--- config.mk ---
export PLATFORM = sky130hd
export DESIGN_NAME = thread_pc_fetch
export DESIGN_NICKNAME = d
export VERILOG_FILES = /design/src/rtl/thread_pc_fetch.sv
export SDC_FILE = /design/constraint.sdc
export NUM_CORES = 1
export LEC_CHECK = 0
export CORE_AREA = 3 3 88 90
export CTS_CLUSTER_SIZE = 10
export DETAILED_ROUTE_END_ITERATION = 8
export DIE_AREA = 0 0 91 93
export PLACE_DENSITY = 0.69
export SYNTH_ARGS = -nofsm -noshare
export SYNTH_HDL_FRONTEND = slang
export SYNTH_SLANG_ARGS = --single-unit
export TNS_END_PERCENT = 100
--- constraint.sdc ---
create_clock -name CLK -period 3.4 [get_ports CLK]
set_input_delay 0.34 -clock CLK [delete_from_list [all_inputs] [get_ports CLK]]
set_output_delay 0.34 -clock CLK [all_outputs]
set_load 0.01 [all_outputs]
--- src/rtl/thread_pc_fetch.sv ---
// Fetch PC generator for the 4-thread barrel pipeline.
// Ports: CLK/RST (sync, active-high), hazard stall, thread_en mask,
//   halt_req/halt_tid, br_taken/br_tid/br_target redirect in;
//   PC_out/thread_id_out/fetch_valid to IF/ID, thread_active out.
module thread_pc_fetch #(
  parameter int INSTMEM_LOG2_DEEP = 8,
  parameter logic [INSTMEM_LOG2_DEEP-1:0] START_PC0 = 8'h00,
  parameter logic [INSTMEM_LOG2_DEEP-1:0] START_PC1 = 8'h40,
  parameter logic [INSTMEM_LOG2_DEEP-1:0] START_PC2 = 8'h80,
  parameter logic [INSTMEM_LOG2_DEEP-1:0] START_PC3 = 8'hC0
) (
  input  logic                         CLK,
  input  logic                         RST,
  input  logic                         hazard,
  input  logic [3:0]                   thread_en,
  input  logic                         halt_req,
  input  logic [1:0]                   halt_tid,
  input  logic                         br_taken,
  input  logic [1:0]                   br_tid,
  input  logic [INSTMEM_LOG2_DEEP-1:0] br_target,
  output logic [INSTMEM_LOG2_DEEP-1:0] PC_out,
  output logic [1:0]                   thread_id_out,
  output logic                         fetch_valid,
  output logic [3:0]                   thread_active
);

  localparam int AW = INSTMEM_LOG2_DEEP;

  logic [AW-1:0] pc [4];
  logic [3:0]    halted;
  logic [1:0]    last_tid;
  logic [3:0]    elig;
  logic [1:0]    sel;
  logic          none_elig;
  logic [AW-1:0] iss_pc;

  assign elig          = thread_en & ~halted;
  assign thread_active = elig;

  // Scan farthest-first so the nearest eligible thread after
  // last_tid wins; offset 4 wraps back onto last_tid itself.
  always_comb begin
    logic [1:0] cand;
    sel       = last_tid;
    none_elig = 1'b1;
    cand      = '0;
    for (int k = 4; k >= 1; k--) begin
      cand = last_tid + 2'(k);
      if (elig[cand]) begin
        sel       = cand;
        none_elig = 1'b0;
      end
    end
  end

  // Redirect bypass keeps the wrong-path PC out of the pipe.
  assign iss_pc = (br_taken && br_tid == sel) ? br_target
                                              : pc[sel];

  always_ff @(posedge CLK) begin
    if (RST) begin
      pc[0]         <= START_PC0;
      pc[1]         <= START_PC1;
      pc[2]         <= START_PC2;
      pc[3]         <= START_PC3;
      halted        <= 4'b0000;
      last_tid      <= 2'd3;
      PC_out        <= '0;
      thread_id_out <= '0;
      fetch_valid   <= 1'b0;
    end else begin
      if (br_taken)
        pc[br_tid] <= br_target;
      // Issue write comes last so it overrides a same-thread redirect
      // with target+1.
      if (!hazard) begin
        if (!none_elig) begin
          PC_out        <= iss_pc;
          thread_id_out <= sel;
          fetch_valid   <= 1'b1;
          last_tid      <= sel;
          pc[sel]       <= AW'(iss_pc + 1'b1);
        end else begin
          fetch_valid   <= 1'b0;
        end
      end
      if (halt_req)
        halted[halt_tid] <= 1'b1;
    end
  end

endmodule

Word-level counts from Yosys, hierarchy flattened
Memories as Yosys holds them, arrays and structs flattened.
Cells that the tools add are included.
{"block": "classes", "mux": 33, "n_eq_ne": 1, "reduce_logical": 5, "shift": 0, "add_sub_neg": 4, "n_lt_le_gt_ge": 6, "n_div": 0, "multipliers": 0, "n_bitwise": 5}
{"op": "8-bit 2-to-1 mux", "count": 3}
{"op": "1-bit 2-to-1 mux", "count": 20}
{"op": "8-bit OR reduction", "count": 2}
{"op": "2-bit by 3-bit < comparator with 1-bit output, second input constant", "count": 5}
{"op": "2-bit 2-to-1 mux", "count": 5}
{"op": "8-bit by 1-bit adder with 8-bit output, second input constant", "count": 1}
{"op": "1-bit binary-select mux with 2-bit select", "count": 4}
{"op": "2-bit adder, second input constant", "count": 2}
{"op": "4-bit bitwise AND", "count": 1}
{"op": "4-bit inverter", "count": 1}
{"op": "4-bit bitwise OR", "count": 1}
{"op": "2-bit by 1-bit adder with 2-bit output, second input constant", "count": 1}
{"op": "1-bit demux with 2-bit select", "count": 1}
{"op": "2-bit equality test", "count": 1}
{"op": "2-bit by 1-bit >= comparator with 1-bit output, second input constant", "count": 1}
{"op": "1-bit logical AND", "count": 2}
{"op": "1-bit inverter", "count": 2}
{"op": "2-bit AND reduction", "count": 1}
{"block": "totals", "regBits": 17, "ram_bits": 32, "word_cells": 60, "n_memories": 1, "latch_bits": 0, "romBits": 0}
{"name": "pc", "depth": 4, "word_bits": 8, "read_ports": 1, "rd_ports_with_merged_regs": 0, "write_ports": 4, "line_no": "29", "text": "logic [AW-1:0] pc [4];"}

Depth between registers and ports, before layout
{"block": "depth", "depth_word": 14, "depth_mapped": 15, "ltp_nobuf": 13}

Worst setup path before layout
No wires, ideal clock.
{"block": "synth_timing", "kind": "reg-to-reg", "start": "register halted[3]", "end": "memory pc[3][4] in the netlist's numbering, data pin", "synth_period_minus_slack_ns": 3.052, "t_arrival_ns": 2.786, "setup_time_ns": 0.265, "required_time_ns": 3.135, "stages_incl_launch_ff": 14, "path_buffers": 2, "slack_ns": 0.348, "cell_sequence": "dfxtp_1 -> nand2b_1 -> a2bb2oi_1 -> o211a_1 -> buf_2 -> buf_1 -> mux2i_1 -> nand2_1 -> nand2_1 -> ha_1 -> inv_1 -> nor3_1 -> xor2_1 -> o21ai_0"}
{"item": "start: declaration", "line_no": "30", "text": "logic [3:0] halted;"}
{"item": "start signal: assignment", "line_no": "66", "text": "halted <= 4'b0000;"}
{"item": "start signal: indexed assignment", "line_no": "88", "text": "halted[halt_tid] <= 1'b1;"}
{"item": "end: declaration", "line_no": "29"}

==> key figures <==
Drt
  – Vias: approximately 2700
  – Via density: 5.63
  – Final ANT Viol Nets: 0
  – Pre-Repair DR Iteration Count: 5
  – Post-route DRC: 0
  – DR WL/cell: ~17 um
  – Routed WL: between 8 and 9 mm
  – Iter 0 DRT Violations: ~250

Layout
  – Share of cells above drive strength 1: 0.180
  – Finished Cell Area: around 3800 um^2
  – Diode count: 0
  – Layout fillers: 694
  – Final Non-Filler Cells: between 400 and 500
  – Nets: between 400 and 500
  – Synth-to-layout area growth: 30.9%

STA
  – Least-Margin Pin Slew: 0.896 ns
  – Pins over their slew limit: 0
  – Fin crit period: around 3.2 ns
  – Setup ws final: approximately 0.18 ns
  – Clock skew: around 0.011 ns
  – Fmax: around 0.31 GHz
  – Slew headroom: 0.403
  – Tcrit/Tclk final: 0.948
  – Final hold vios: 0
  – RSZ-0062 raised after global routing: false
  – Minimum hold slack: 0.459 ns
  – Setup violators final: 0

GRT
  – Largest net degree at the start of global routing: 21
  – Total GRT Usage: 0.205
  – First-pass GRT wire length: around 14 mm
  – Vias in the first global route: ~2600
  – Total gr overflow: 0
  – Initial antenna violation count: 0

Synthesis
  – Mapped Cells: 314
  – Largest cells by area after synthesis: edfxtp_1 33%, dfxtp_1 12%, o21ai_0 5.0%, mux2i_1 4.9%, nor2_1 4.3%
  – Synth async-reset ratio: 0
  – Mapped cell area: 2890 um^2
  – Ys flop type: edfxtp_1
  – Library cells used by synthesis: between 50 and 60
  – Post-synthesis sequential area ratio: 0.451
  – Synthesized flop and latch total: 49
  – Syn Area/Cell: roughly 9.2 um^2
  – Yosys warnings: 0
  – Most common cell in the netlist: nor2_1
  – Area leader, netlist: edfxtp_1
  – Post-synth EDFFs: 32
  – Synth top area share: 0.333
  – Post-synth net total: between 300 and 400
  – Commonest cells in the netlist: 33 x nor2_1, 32 x edfxtp_1, 29 x o21ai_0, 28 x nand2_1, 22 x nand3_1

Setup path
  – CP Capture Type: flip-flop
  – Crit Path Category: in -> reg
  – Critical Path RT: 3.52 ns
  – Crit path DAT: ~3.3 ns
  – Crit-path max FO: 5
  – CP Launch Type: input port

Placement
  – PortBufs: 35
  – Detailed placer's ending HPWL: 6.34 mm
  – Final Wtd Congestion: 0.971
  – Post-Place Setup Slack: -0.173 ns
  – Placed cell areas: 3650 um^2
  – Placed Cells: ~480

Clocking
  – Clock sink total: 49
  – Worst-Skew Late Latency: around 0.31 ns
  – # Post-CTS Setup Buffers: 0
  – H-tree depth: 2
  – Clock Path Buffers: 2
  – Worst-path clk slew: 0.10 ns
  – CTS tree: done
  – CTS Buf Count: 5
  – Post-CTS Resized: 0
  – Root Driver: clkbuf_8
  – Cts hold-fix bufs: 0

Die
  – Die width: a little over 90 um
  – Std-Cell Rows: 31
  – Core area: approximately 7100 um^2
  – IO Pins: 36
  – Die Ht: 93 um
  – Die area: 8460 um^2
  – Initial Utilization: 0.404

Power
  – Pwr Density: ~470 nW/um^2
  – Total design power: 1.79 mW
  – Max VDD drop: ~0.20 mV
  – P_leak: 1.47 nW

Run
  – Total of max-cap violations: 0

Run status
  – Outcome: completed

Worst hold path
  – Hold WC Path Type: reg -> reg
[metrics by stage]
| step | setup TNS (ns) | util |
|---|---|---|
| 2_1_floorplan | 0 | - |
| 6_report | 0 | 0.529 |
| 4_1_cts | 0 | 0.527 |
| 3_3_place_gp | -0.322 | 0.512 |
| 3_5_place_dp | -1.09 | 0.512 |
| 5_1_grt | 0 | 0.529 |
[cell type report]
class | instances | area, um^2 | share of cell area
repair buffers | 83 | 723 | 0.191
multi-input cells | 234 | 1470 | 0.389
clock inverters | 2 | 15.0 | 0.00397
clock buffers | 6 | 93.8 | 0.0248
flip-flops and latches | 49 | 1300 | 0.344
well taps | 99 | 124 | 0.0328
inverters | 14 | 52.6 | 0.0139
[per-layer routing]
layer | track usage | share of wire | wire length, um | vias up
met3 | 0.0290 | 0.062 | 532 | 17
met5 | 0 | 0 | 0 | -
met2 | 0.371 | 0.51 | 4310 | 114
met1 | 0.248 | 0.41 | 3500 | 1293
met4 | 0.0779 | 0.020 | 171 | 0
li1 | - | - | - | 1319
[cell families after synthesis]
family / after synthesis / synth area share
DFF: 49 / 0.451
adders and majority gates: 1 / 0.00434
buffers and inverters: 31 / 0.0451
xor gates and xnor gates: 7 / 0.0212
AOI/OAI and AO/OA: 91 / 0.224
and+or+nand+nor: 120 / 0.202
muxes: 15 / 0.0525
[critical path: stages]
cell and delay [ns]:
clkdlybuf4s50_1 0.47, nor2b_4 0.17, o21bai_2 0.12, a211oi_4 0.32, buf_4 0.19, mux2_2 0.36
a211oi_1 0.32, o32ai_1 0.17, or3_1 0.41, buf_4 0.17, a311oi_1 0.30
[report_power, final]
| group | internal [mW] | switching (mW) | leakage (nW) | total, mW |
|---|---|---|---|---|
| combinational | 0.303 | 0.362 | 0.944 | 0.665 |
| sequential | 0.699 | 0.0241 | 0.466 | 0.723 |
| clock | 0.192 | 0.212 | 0.0569 | 0.404 |
| total | 1.19 | 0.598 | 1.47 | 1.79 |
[placed cells by master, fill, tap and decap left out, drive strengths merged, types with 13 or more instances in the layout]
cell type | Yosys | routed
inv | 14 | 15
dfxtp | 17 | 17
nand3 | 22 | 22
buf | 7 | 48
mux2i | 14 | 14
edfxtp | 32 | 32
clkdlybuf4s50 | 0 | 35
nand2 | 28 | 28
o21ai | 30 | 30
nor2 | 33 | 33
a211oi | 13 | 13
nor3 | 14 | 14
[registers in the layout, indices dropped and copies added, names as in the netlist]
| name | flops |
|---|---|
| fetch_valid | 1 |
| pc | 32 |
| PC_out | 8 |
| last_tid | 2 |
| thread_id_out | 2 |
| halted | 4 |
[worst paths after layout]
kind / start / endpoint / slack (ns) / cells after the start
max: thread_en[1] / pc[3][6]$_DFFE_PP_ / 0.18 / 11
min: PC_out[1]$_SDFFE_PP0N_ / PC_out[1]$_SDFFE_PP0N_ / 0.46 / 2
max reg2reg: last_tid[1]$_SDFFE_PP1N_ / pc[3][6]$_DFFE_PP_ / 0.24 / 10
min reg2reg: PC_out[1]$_SDFFE_PP0N_ / PC_out[1]$_SDFFE_PP0N_ / 0.46 / 2
(Power assumes the default switching activity.)
